**src/rtl/mips_pkg.sv**
```systemverilog
// Shared MIPS core definitions: mul/div opcodes, funct codes and mul/div FSM states.
package mips_pkg;

    typedef enum logic [1:0] {
        MULT  = 2'd0,
        MULTU = 2'd1,
        DIV   = 2'd2,
        DIVU  = 2'd3
    } muldiv_op_e;

    localparam logic [5:0] FUNCT_MFHI  = 6'b010000;
    localparam logic [5:0] FUNCT_MTHI  = 6'b010001;
    localparam logic [5:0] FUNCT_MFLO  = 6'b010010;
    localparam logic [5:0] FUNCT_MTLO  = 6'b010011;
    localparam logic [5:0] FUNCT_MULT  = 6'b011000;
    localparam logic [5:0] FUNCT_MULTU = 6'b011001;
    localparam logic [5:0] FUNCT_DIV   = 6'b011010;
    localparam logic [5:0] FUNCT_DIVU  = 6'b011011;

    typedef enum logic [1:0] {
        ST_IDLE = 2'd0,
        ST_CALC = 2'd1,
        ST_FIX  = 2'd2
    } muldiv_state_e;

    function automatic logic op_is_div(input muldiv_op_e op);
        return (op == DIV) || (op == DIVU);
    endfunction

    function automatic logic op_is_signed(input muldiv_op_e op);
        return (op == MULT) || (op == DIV);
    endfunction

endpackage

```
**src/rtl/mul_div_unit_if.sv**
```systemverilog
// Core <-> mul/div unit connection: start/busy/done handshake plus HI/LO access.
interface mul_div_unit_if
    import mips_pkg::*;
#(
    parameter int WIDTH = 32
) ();
    logic             start;
    muldiv_op_e       op;
    logic [WIDTH-1:0] a;
    logic [WIDTH-1:0] b;
    logic             hi_we;
    logic             lo_we;
    logic [WIDTH-1:0] wdata;
    logic             busy;
    logic             done;
    logic             div_by_zero;
    logic [WIDTH-1:0] hi;
    logic [WIDTH-1:0] lo;

    modport master (
        output start, op, a, b, hi_we, lo_we, wdata,
        input  busy, done, div_by_zero, hi, lo
    );

    modport slave (
        input  start, op, a, b, hi_we, lo_we, wdata,
        output busy, done, div_by_zero, hi, lo
    );
endinterface

```
**src/rtl/mul_div_unit.sv**
```systemverilog
// Iterative multiply/divide unit owning the architectural HI/LO registers.
// Works on magnitudes for WIDTH cycles, then fixes up signs in one final cycle.
module mul_div_unit
    import mips_pkg::*;
#(
    parameter int WIDTH = 32
) (
    input  logic          clk,
    input  logic          reset,
    mul_div_unit_if.slave bus
);
    localparam int CNT_W = $clog2(WIDTH + 1);

    if (WIDTH < 4 || (WIDTH % 2) != 0) begin : g_width_check
        $error("mul_div_unit: WIDTH must be >= 4 and even");
    end

    muldiv_state_e      state_q, state_d;
    logic [CNT_W-1:0]   cnt_q, cnt_d;
    muldiv_op_e         op_q;
    logic [WIDTH-1:0]   opnd_q;     // multiplicand (mul) or divisor (div) magnitude
    logic [WIDTH-1:0]   work_q;     // multiplier shifting out, or dividend shifting into quotient
    logic [WIDTH:0]     acc_q;      // product high half, or working remainder
    logic               res_neg_q, rem_neg_q, b_zero_q;
    logic [WIDTH-1:0]   orig_a_q;
    logic [WIDTH-1:0]   hi_q, lo_q;
    logic               done_q, dbz_q;
    logic               busy;

    logic               sgn;
    logic [WIDTH-1:0]   mag_a, mag_b;
    logic [WIDTH:0]     sum, acc_step;
    logic [WIDTH+1:0]   rem_shift, diff;
    logic [WIDTH-1:0]   work_step;
    logic [2*WIDTH-1:0] prod, prod_fix;
    logic [WIDTH-1:0]   quo_fix, rem_fix, hi_fix, lo_fix;

    // Operand magnitudes for the incoming request
    always_comb begin
        sgn   = op_is_signed(bus.op);
        mag_a = (sgn && bus.a[WIDTH-1]) ? -bus.a : bus.a;
        mag_b = (sgn && bus.b[WIDTH-1]) ? -bus.b : bus.b;
    end

    // One iteration: shift-add for multiply, restoring subtract for divide
    always_comb begin
        sum       = acc_q + (work_q[0] ? {1'b0, opnd_q} : '0);
        rem_shift = {acc_q, work_q[WIDTH-1]};
        diff      = rem_shift - {2'b00, opnd_q};
        if (op_is_div(op_q)) begin
            if (diff[WIDTH+1]) begin
                acc_step  = rem_shift[WIDTH:0];
                work_step = {work_q[WIDTH-2:0], 1'b0};
            end else begin
                acc_step  = diff[WIDTH:0];
                work_step = {work_q[WIDTH-2:0], 1'b1};
            end
        end else begin
            acc_step  = {1'b0, sum[WIDTH:1]};
            work_step = {sum[0], work_q[WIDTH-1:1]};
        end
    end

    // Sign fix-up and divide-by-zero override applied in the final cycle
    always_comb begin
        prod     = {acc_q[WIDTH-1:0], work_q};
        prod_fix = res_neg_q ? -prod : prod;
        quo_fix  = res_neg_q ? -work_q : work_q;
        rem_fix  = rem_neg_q ? -acc_q[WIDTH-1:0] : acc_q[WIDTH-1:0];
        if (!op_is_div(op_q)) begin
            {hi_fix, lo_fix} = prod_fix;
        end else if (b_zero_q) begin
            hi_fix = orig_a_q;
            lo_fix = '1;
        end else begin
            hi_fix = rem_fix;
            lo_fix = quo_fix;
        end
    end

    // FSM state and iteration counter
    always_ff @(posedge clk or posedge reset) begin
        if (reset) begin
            state_q <= ST_IDLE;
            cnt_q   <= '0;
        end else begin
            state_q <= state_d;
            cnt_q   <= cnt_d;
        end
    end

    // Next state: WIDTH iterations in CALC, then a single FIX cycle
    always_comb begin
        state_d = state_q;
        cnt_d   = cnt_q;
        case (state_q)
            ST_IDLE: begin
                if (bus.start) begin
                    state_d = ST_CALC;
                    cnt_d   = '0;
                end
            end
            ST_CALC: begin
                cnt_d = cnt_q + CNT_W'(1);
                if (cnt_d == CNT_W'(WIDTH)) state_d = ST_FIX;
            end
            ST_FIX:  state_d = ST_IDLE;
            default: state_d = ST_IDLE;
        endcase
    end

    // FSM outputs
    always_comb begin
        busy = (state_q != ST_IDLE);
    end

    // Datapath: capture on start, iterate in CALC, write HI/LO in FIX or on MTHI/MTLO
    always_ff @(posedge clk or posedge reset) begin
        if (reset) begin
            op_q      <= MULT;
            opnd_q    <= '0;
            work_q    <= '0;
            acc_q     <= '0;
            res_neg_q <= 1'b0;
            rem_neg_q <= 1'b0;
            b_zero_q  <= 1'b0;
            orig_a_q  <= '0;
            hi_q      <= '0;
            lo_q      <= '0;
            done_q    <= 1'b0;
            dbz_q     <= 1'b0;
        end else begin
            done_q <= 1'b0;
            dbz_q  <= 1'b0;
            case (state_q)
                ST_IDLE: begin
                    if (bus.hi_we) hi_q <= bus.wdata;
                    if (bus.lo_we) lo_q <= bus.wdata;
                    if (bus.start) begin
                        op_q      <= bus.op;
                        orig_a_q  <= bus.a;
                        b_zero_q  <= (bus.b == '0);
                        res_neg_q <= sgn & (bus.a[WIDTH-1] ^ bus.b[WIDTH-1]);
                        rem_neg_q <= sgn & bus.a[WIDTH-1];
                        acc_q     <= '0;
                        if (op_is_div(bus.op)) begin
                            opnd_q <= mag_b;
                            work_q <= mag_a;
                        end else begin
                            opnd_q <= mag_a;
                            work_q <= mag_b;
                        end
                    end
                end
                ST_CALC: begin
                    acc_q  <= acc_step;
                    work_q <= work_step;
                end
                ST_FIX: begin
                    hi_q   <= hi_fix;
                    lo_q   <= lo_fix;
                    done_q <= 1'b1;
                    dbz_q  <= op_is_div(op_q) & b_zero_q;
                end
                default: ;
            endcase
        end
    end

    assign bus.busy        = busy;
    assign bus.done        = done_q;
    assign bus.div_by_zero = dbz_q;
    assign bus.hi          = hi_q;
    assign bus.lo          = lo_q;

endmodule

```
**src/flat_wrapper.sv**
```systemverilog
// flat-port wrapper written by rule: the top's interface ports become plain ports
module mul_div_unit_flat import mips_pkg::*;
#(
    parameter int WIDTH = 32
)
  (clk, reset, bus_start, bus_op, bus_a, bus_b, bus_hi_we, bus_lo_we, bus_wdata, bus_busy, bus_done, bus_div_by_zero, bus_hi, bus_lo);
  mul_div_unit_if #(.WIDTH(WIDTH)) bus_i ();
  input  logic clk;
  input  logic reset;
  input wire logic [$bits(bus_i.start)-1:0] bus_start;
  input wire logic [$bits(bus_i.op)-1:0] bus_op;
  input wire logic [$bits(bus_i.a)-1:0] bus_a;
  input wire logic [$bits(bus_i.b)-1:0] bus_b;
  input wire logic [$bits(bus_i.hi_we)-1:0] bus_hi_we;
  input wire logic [$bits(bus_i.lo_we)-1:0] bus_lo_we;
  input wire logic [$bits(bus_i.wdata)-1:0] bus_wdata;
  output wire logic [$bits(bus_i.busy)-1:0] bus_busy;
  output wire logic [$bits(bus_i.done)-1:0] bus_done;
  output wire logic [$bits(bus_i.div_by_zero)-1:0] bus_div_by_zero;
  output wire logic [$bits(bus_i.hi)-1:0] bus_hi;
  output wire logic [$bits(bus_i.lo)-1:0] bus_lo;
  assign bus_i.start = bus_start;
  assign bus_i.op = bus_op;
  assign bus_i.a = bus_a;
  assign bus_i.b = bus_b;
  assign bus_i.hi_we = bus_hi_we;
  assign bus_i.lo_we = bus_lo_we;
  assign bus_i.wdata = bus_wdata;
  assign bus_busy = bus_i.busy;
  assign bus_done = bus_i.done;
  assign bus_div_by_zero = bus_i.div_by_zero;
  assign bus_hi = bus_i.hi;
  assign bus_lo = bus_i.lo;
  mul_div_unit #(.WIDTH(WIDTH)) u_core (.clk(clk), .reset(reset), .bus(bus_i));
endmodule
```
**config.mk**
```make
export PLATFORM = sky130hd
export DESIGN_NAME = mul_div_unit_flat
export DESIGN_NICKNAME = d
export VERILOG_FILES = /design/src/rtl/mips_pkg.sv /design/src/rtl/mul_div_unit_if.sv /design/src/rtl/mul_div_unit.sv /design/src/flat_wrapper.sv
export SDC_FILE = /design/constraint.sdc
export NUM_CORES = 1
export LEC_CHECK = 0
export CAP_MARGIN = 30
export CORE_MARGIN = 4
export CORE_UTILIZATION = 60
export DETAILED_ROUTE_END_ITERATION = 12
export MAX_ROUTING_LAYER = met4
export PLACE_DENSITY = 0.86
export SYNTH_ARGS = -nofsm -noshare
export SYNTH_HDL_FRONTEND = slang
export SYNTH_SLANG_ARGS = --single-unit
```
**constraint.sdc**
```tcl
create_clock -name clk -period 18.2 [get_ports clk]
set_input_delay 4.55 -clock clk [delete_from_list [all_inputs] [get_ports clk]]
set_output_delay 4.55 -clock clk [all_outputs]
set_load 0.05 [all_outputs]
```
## Word-level counts from Yosys, hierarchy flattened

Index checks and enable logic that the tools add are counted.
W data, S select, Z words.

| storage, ports and cells | value |
|---|---|
| register bits after elaboration | 208 |
| output and inout port bits | 67 |
| word-level logic and storage cells | 84 |
| input bits | 103 |

| operators by class | value |
|---|---|
| equal/unequal tests | 11 |
| add/subtract/negate cells | 8 |
| reduce and logical (&&, ||, !) cells | 16 |
| bitwise operators | 4 |
| multiplexer cells | 31 |

Operators with widths:

| kind | number |
|---|---|
| $mux W32 | 15 |
| $pmux W32 S2 | 3 |
| $neg A32 Y32 | 4 |
| $mux W33 | 3 |
| $pmux W33 S2 | 1 |
| $mux W64 | 1 |
| $neg A64 Y64 | 1 |
| $sub A34 B32 Y34 | 1 |
| $add A33 B33 Y33 | 1 |
| $logic_not A32 Y1 | 1 |
| $pmux W6 S2 | 1 |
| $eq A2 B2 Y1 const B | 5 |
| $reduce_and A2 Y1 | 5 |
| $add A6 B1 Y6 const B | 1 |
| $eq A6 B6 Y1 const B | 1 |
| $mux W6 | 1 |
| $ne A2 B2 Y1 const B | 3 |
| $reduce_bool A2 Y1 | 3 |
| $logic_not A2 Y1 | 2 |
| $mux W2 | 2 |
| $pmux W2 S2 | 1 |
| $and A1 B1 Y1 | 3 |
| $logic_or A1 B1 Y1 | 3 |
| $mux W1 | 3 |
| other kinds (4) | 5 |

## Depth between registers and ports, before layout

| depth | value |
|---|---|
| depth in word-level cells | 7 |
| depth in mapped cells | 15 |
| mapped depth without buffers | 14 |

## Worst setup path after synthesis

Ideal clock, no wire load.

| timing path | value |
|---|---|
| path type | in2reg |
| from | input port bus_b[12] |
| to | register u_core.opnd_q[28] |
| arrival time | 6.582 ns |
| buffers on the path | 0 |
| library setup time | 0.130 ns |
| cell stages on the path | 10 |
| path slack | 11.488 ns |
| cell sequence | or4_1 nor4_1 and3b_1 and2_1 nand2_1 o41ai_1 xor2_1 nand2_1 o211ai_1 o21ai_0 |

| on the way | value |
|---|---|
| cells in the longest elaborated chain, start to end | 3 |

Ends and longest elaborated chain:

| element | RTL line | text |
|---|---|---|
| start: declaration | flat_wrapper.sv:13 | `input wire logic [$bits(bus_i.b)-1:0] bus_b;` |
| $neg A32 Y32 | mul_div_unit.sv:42 | `mag_b = (sgn && bus.b[WIDTH-1]) ? -bus.b : bus.b;` |
| $mux W32 | mul_div_unit.sv:42 |  |
| $mux W32 | mul_div_unit.sv:146 | `if (op_is_div(bus.op)) begin` |
| end signal: assignment | mul_div_unit.sv:147 | `opnd_q <= mag_b;` |
| end signal: assignment | mul_div_unit.sv:150 | `opnd_q <= mag_a;` |
| end: declaration | mul_div_unit.sv:21 | `logic [WIDTH-1:0] opnd_q;` |

Every way passes these cells.
A chain may end at the register's enable or synchronous reset.

## Worst setup path after layout

| timing path | value |
|---|---|
| from | input port bus_a[0] |
| to | register u_core.work_q[29] |

| on the way | value |
|---|---|
| cells in the longest elaborated chain, start to end | 5 |

Ends and longest elaborated chain:

| element | RTL line | text |
|---|---|---|
| start: declaration | flat_wrapper.sv:12 | `input wire logic [$bits(bus_i.a)-1:0] bus_a;` |
| $neg A32 Y32 | mul_div_unit.sv:41 | `mag_a = (sgn && bus.a[WIDTH-1]) ? -bus.a : bus.a;` |
| $mux W32 | mul_div_unit.sv:41 |  |
| $mux W32 | mul_div_unit.sv:146 |  |
| $mux W32 | mul_div_unit.sv:139 | `if (bus.start) begin` |
| $pmux W32 S2 | mul_div_unit.sv:135 | `case (state_q)` |
| end signal: assignment | mul_div_unit.sv:148 | `work_q <= mag_a;` |
| end signal: assignment | mul_div_unit.sv:151 | `work_q <= mag_b;` |
| end signal: assignment | mul_div_unit.sv:157 | `work_q <= work_step;` |
| end: declaration | mul_div_unit.sv:22 | `logic [WIDTH-1:0] work_q;` |

Every way passes these cells. The select of a mux whose other input is x is not followed.

==> impl_results.md <==
* Syn Std Cell Area at 0.0170 sq mm
* Global placement routability congestion at slightly above 1
* Number of cells on the worst hold path at 2
* Fraction of synthesized cell area taken by the top area cell type at approximately 31%
* Pin count of the biggest net entering global routing at between 100 and 150
* Post-route minimum period at 7230 ps
* Depth of the worst register-to-register path at 12
* Fraction of synthesis flops using an asynchronous set or reset pin at between 90% and 100%
* CP startpoint kind: input pin
* Switch share at a little over half
* Gate count after technology mapping at ~2200
* Total congestion overflow at 0
* Met3 global-route usage at 8.37%
* Share of final-layout standard cells stronger than drive strength 1 at under 10%
* Number of distinct library cells after synthesis at 78
* Worst setup path start: bus_a[0]
* Met2 track demand over resource at 60.7%
* Data arrival, critical path at between 7000 and 8000 ps
* Kind of path behind the tightest hold check: flop to flop
* DPL Wire Length at about 48000 microns
* Synth area leader: dfrtp_1
* Run status: finished clean
* GR Layer Usage met1 at between 50% and 60%
* Post-Syn Nets at about 2400
* Slew of the pin with the lowest slew margin at roughly 1100 ps
* Maximum net fanout on the critical path at 5
* Synth Warn # at 0
* Via count of the first global-routing pass at ~16000
* Height of the die at roughly 180 microns
* Power density normalized to cell area at about 230 mW/mm^2
* DR vias at 17919
* Clock input transition at the sequential cells of the worst setup and hold paths at roughly 60 ps
* Part of the power in combinational logic at roughly 64%
* Critical path endpoint category: flop
* WHS at between 400 and 500 ps
* Leak at between 8 and 9 nW
* Most common cell after layout, fill and taps aside: nand2_1
* Count of buffers from port buffering at between 150 and 200
* Number of synthesized flops with an enable pin at 0
* Post-synthesis sequential area ratio at between 30% and 40%
* Final setup viols at 0
* Clock sink count at just over 200
* Starting Density at roughly three fifths
* Highest-utilization routing layer at the global route stage: met2
* Core utilization of the finished layout at between 70% and 80%
* Remaining max-slew budget at the tightest pin at 26.4%
* Latest clock arrival within the worst-skew pair at 550 ps
* Number of antenna violations at the first check in global routing at 1
* Slowest library cell on the worst path: nor4b_1
* IR drop worst, VDD at between 0.00015 and 0.0002 V
* Final nets at about 2500
* Max Fclk at around 140 MHz
* Maximum buffer depth of the clock tree at 3
* Inserted Clock Buffers at 26
* Post-CTS setup buffer count at 0
* Final sum of negative setup slack at 0 ps
* Total internal power at between 2 and 2.5 mW
* Global-route wire length before repair at about 97000 microns
* Overall routing resource usage at between 40% and 50%
* Worst endpoint required time at about 19000 ps
* First-pass iteration count of the detailed router at 6
* Clock power frac at between 10 and 15%
* Switching Power at about 2.4 mW
* Pre-CTS WS at approximately 10000 ps
* Core Region at between 0.02 and 0.03 sq mm
* Crit path largest cell delay at 780 ps
* Worst reg2reg startpoint: u_core.acc_q[10]
* Std-Cell Rows at 61
* Critical path cell sequence: clkdlybuf4s50_1 -> nor3_1 -> nor4b_1 -> and3_1 -> nand2_1 -> o41ai_1 -> xor2_1 -> a21oi_1 -> o21ai_0 -> a22oi_1
* Top post-synthesis cells by area: dfrtp_1 31%, nand2_1 7.8%, o21ai_0 6.9%
* PnR worst setup slack at roughly 11000 ps
* Commonest cells after routing, fill and taps aside: 350 x nand2_1, 234 x o21ai_0, 206 x dfrtp_1
* Die outline area at roughly 0.031 sq mm
* Sum of internal, switching and leakage power at between 4 and 5 mW
* CTS HTree Levels at 1
* Final WL at 64100 microns
* Final worst-path cycle share at 39.7%
* Max Cap Viol at 0
* Largest clock skew in the final design at roughly 10 ps
* Final Hold Vio Count at 0
* Count of pins over their slew limit at 0
* Area growth, synth to finish at 16.6%
* Remaining DRCs at 0
* WL/cell at ~24 microns
* Reg power frac at between 20 and 25%
* Drt initial violations at roughly 2800
* WS Path Type: input pin to flop
* Number of top-level pins at 170
* Dominant register cell in the synthesized netlist: dfrtp_1
* Setup repair after global routing missed its margin: false
* Die X at between 150 and 200 microns
* Vias per cell at approximately 6.7
* Beginning of the worst hold path: u_core.bus.hi[13]
* TritonCTS clock tree: built
* CTS-repair resized insts at 0
* Cell chosen for the clock root: clkbuf_16
* Post-Syn Area per Cell at 7.67 sq um
* Number of nets with antenna violations after routing at 0
* #FFs+latches synth at roughly 210
* Hold-fix buffers, CTS at 0
==> synthesized netlist by cell type (42+ instances only) <==
| cell type | n |
|---|---|
| xor2_1 | 59 |
| o21ai_0 | 234 |
| o22ai_1 | 49 |
| nand2_1 | 351 |
| mux2i_1 | 64 |
| inv_1 | 67 |
| a21oi_1 | 162 |
| dfrtp_1 | 207 |
| clkbuf_1 | 118 |
| nand3_1 | 48 |
| o211ai_1 | 42 |
| a211oi_1 | 46 |
| nor2_1 | 175 |
| xnor2_1 | 124 |
| ha_1 | 69 |
==> critical path, delay by kind of cell <==
family	cells	cell delay, ps
AOI/OAI and AO/OA	4	620
xor gates and xnor gates	1	210
buffers and inverters	1	470
and+or+nand+nor	4	1760
==> power groups by stage <==
stage	sequential (mW)	combinational [mW]	clock, mW
after floorplan	1.08	1.94	0
after global placement	1.02	2.75	0
after detailed placement	1.03	2.82	0
after CTS	1.02	2.84	0.578
after global routing	1.07	3.13	0.595
final	1.05	2.90	0.576
==> per-layer routing <==
layer | wire length, microns | up-vias
li1 | - | 8055
met1 | 25400 | 8464
met2 | 27500 | 1212
met3 | 7610 | 188
met4 | 3520 | 0
met5 | 0 | -
==> cells by family after synthesis <==
family / after synthesis / synth area share (%)
xor+xnor: 183 / 9.44
compound gates: 712 / 25.6
buf+inv: 221 / 5.20
flops: 207 / 30.5
mux: 64 / 3.77
fa+ha+maj: 71 / 5.32
simple gates: 756 / 20.2
==> final timing paths <==
path / slack (ps) / endpoint
worst max-delay path: 10970 / u_core.work_q[29]
worst min-delay path: 470 / u_core.bus.hi[13]
worst max register to register: 13770 / u_core.acc_q[22]
worst min register to register: 470 / u_core.bus.hi[13]
max in group asynchronous: 12220 / u_core.op_q[1]
min in group asynchronous: 4490 / u_core.bus.hi[20]
==> registers in the layout, summed over array words and instances, names as in the netlist <==
register and cells:
u_core.acc_q 33, u_core.b_zero_q 1, u_core.bus.div_by_zero 1, u_core.bus.done 1, u_core.bus.hi 32, u_core.bus.lo 32, u_core.cnt_q 6, u_core.op_q 1
u_core.opnd_q 32, u_core.orig_a_q 32, u_core.rem_neg_q 1, u_core.res_neg_q 1, u_core.state_q 2, u_core.work_q 32
==> final cells by class <==
cell class	count	area, sq um
multi-input combinational	1786	11000
fill	2266	8070
sequential	207	5180
timing repair buffer	193	1930
clock buffer	31	699
tap	378	473
inverter	71	274
clock inverter	17	259
antenna	1	2.50
==> stage by stage <==
stage               std cells  area (sq um)
detailed placement       2635         18800
CTS                      2683         19800
floorplan                2214         17000
global placement         2631         18700
global route             2684         19800
finish                   2684         19800
Power figures use the tool's default switching activity.
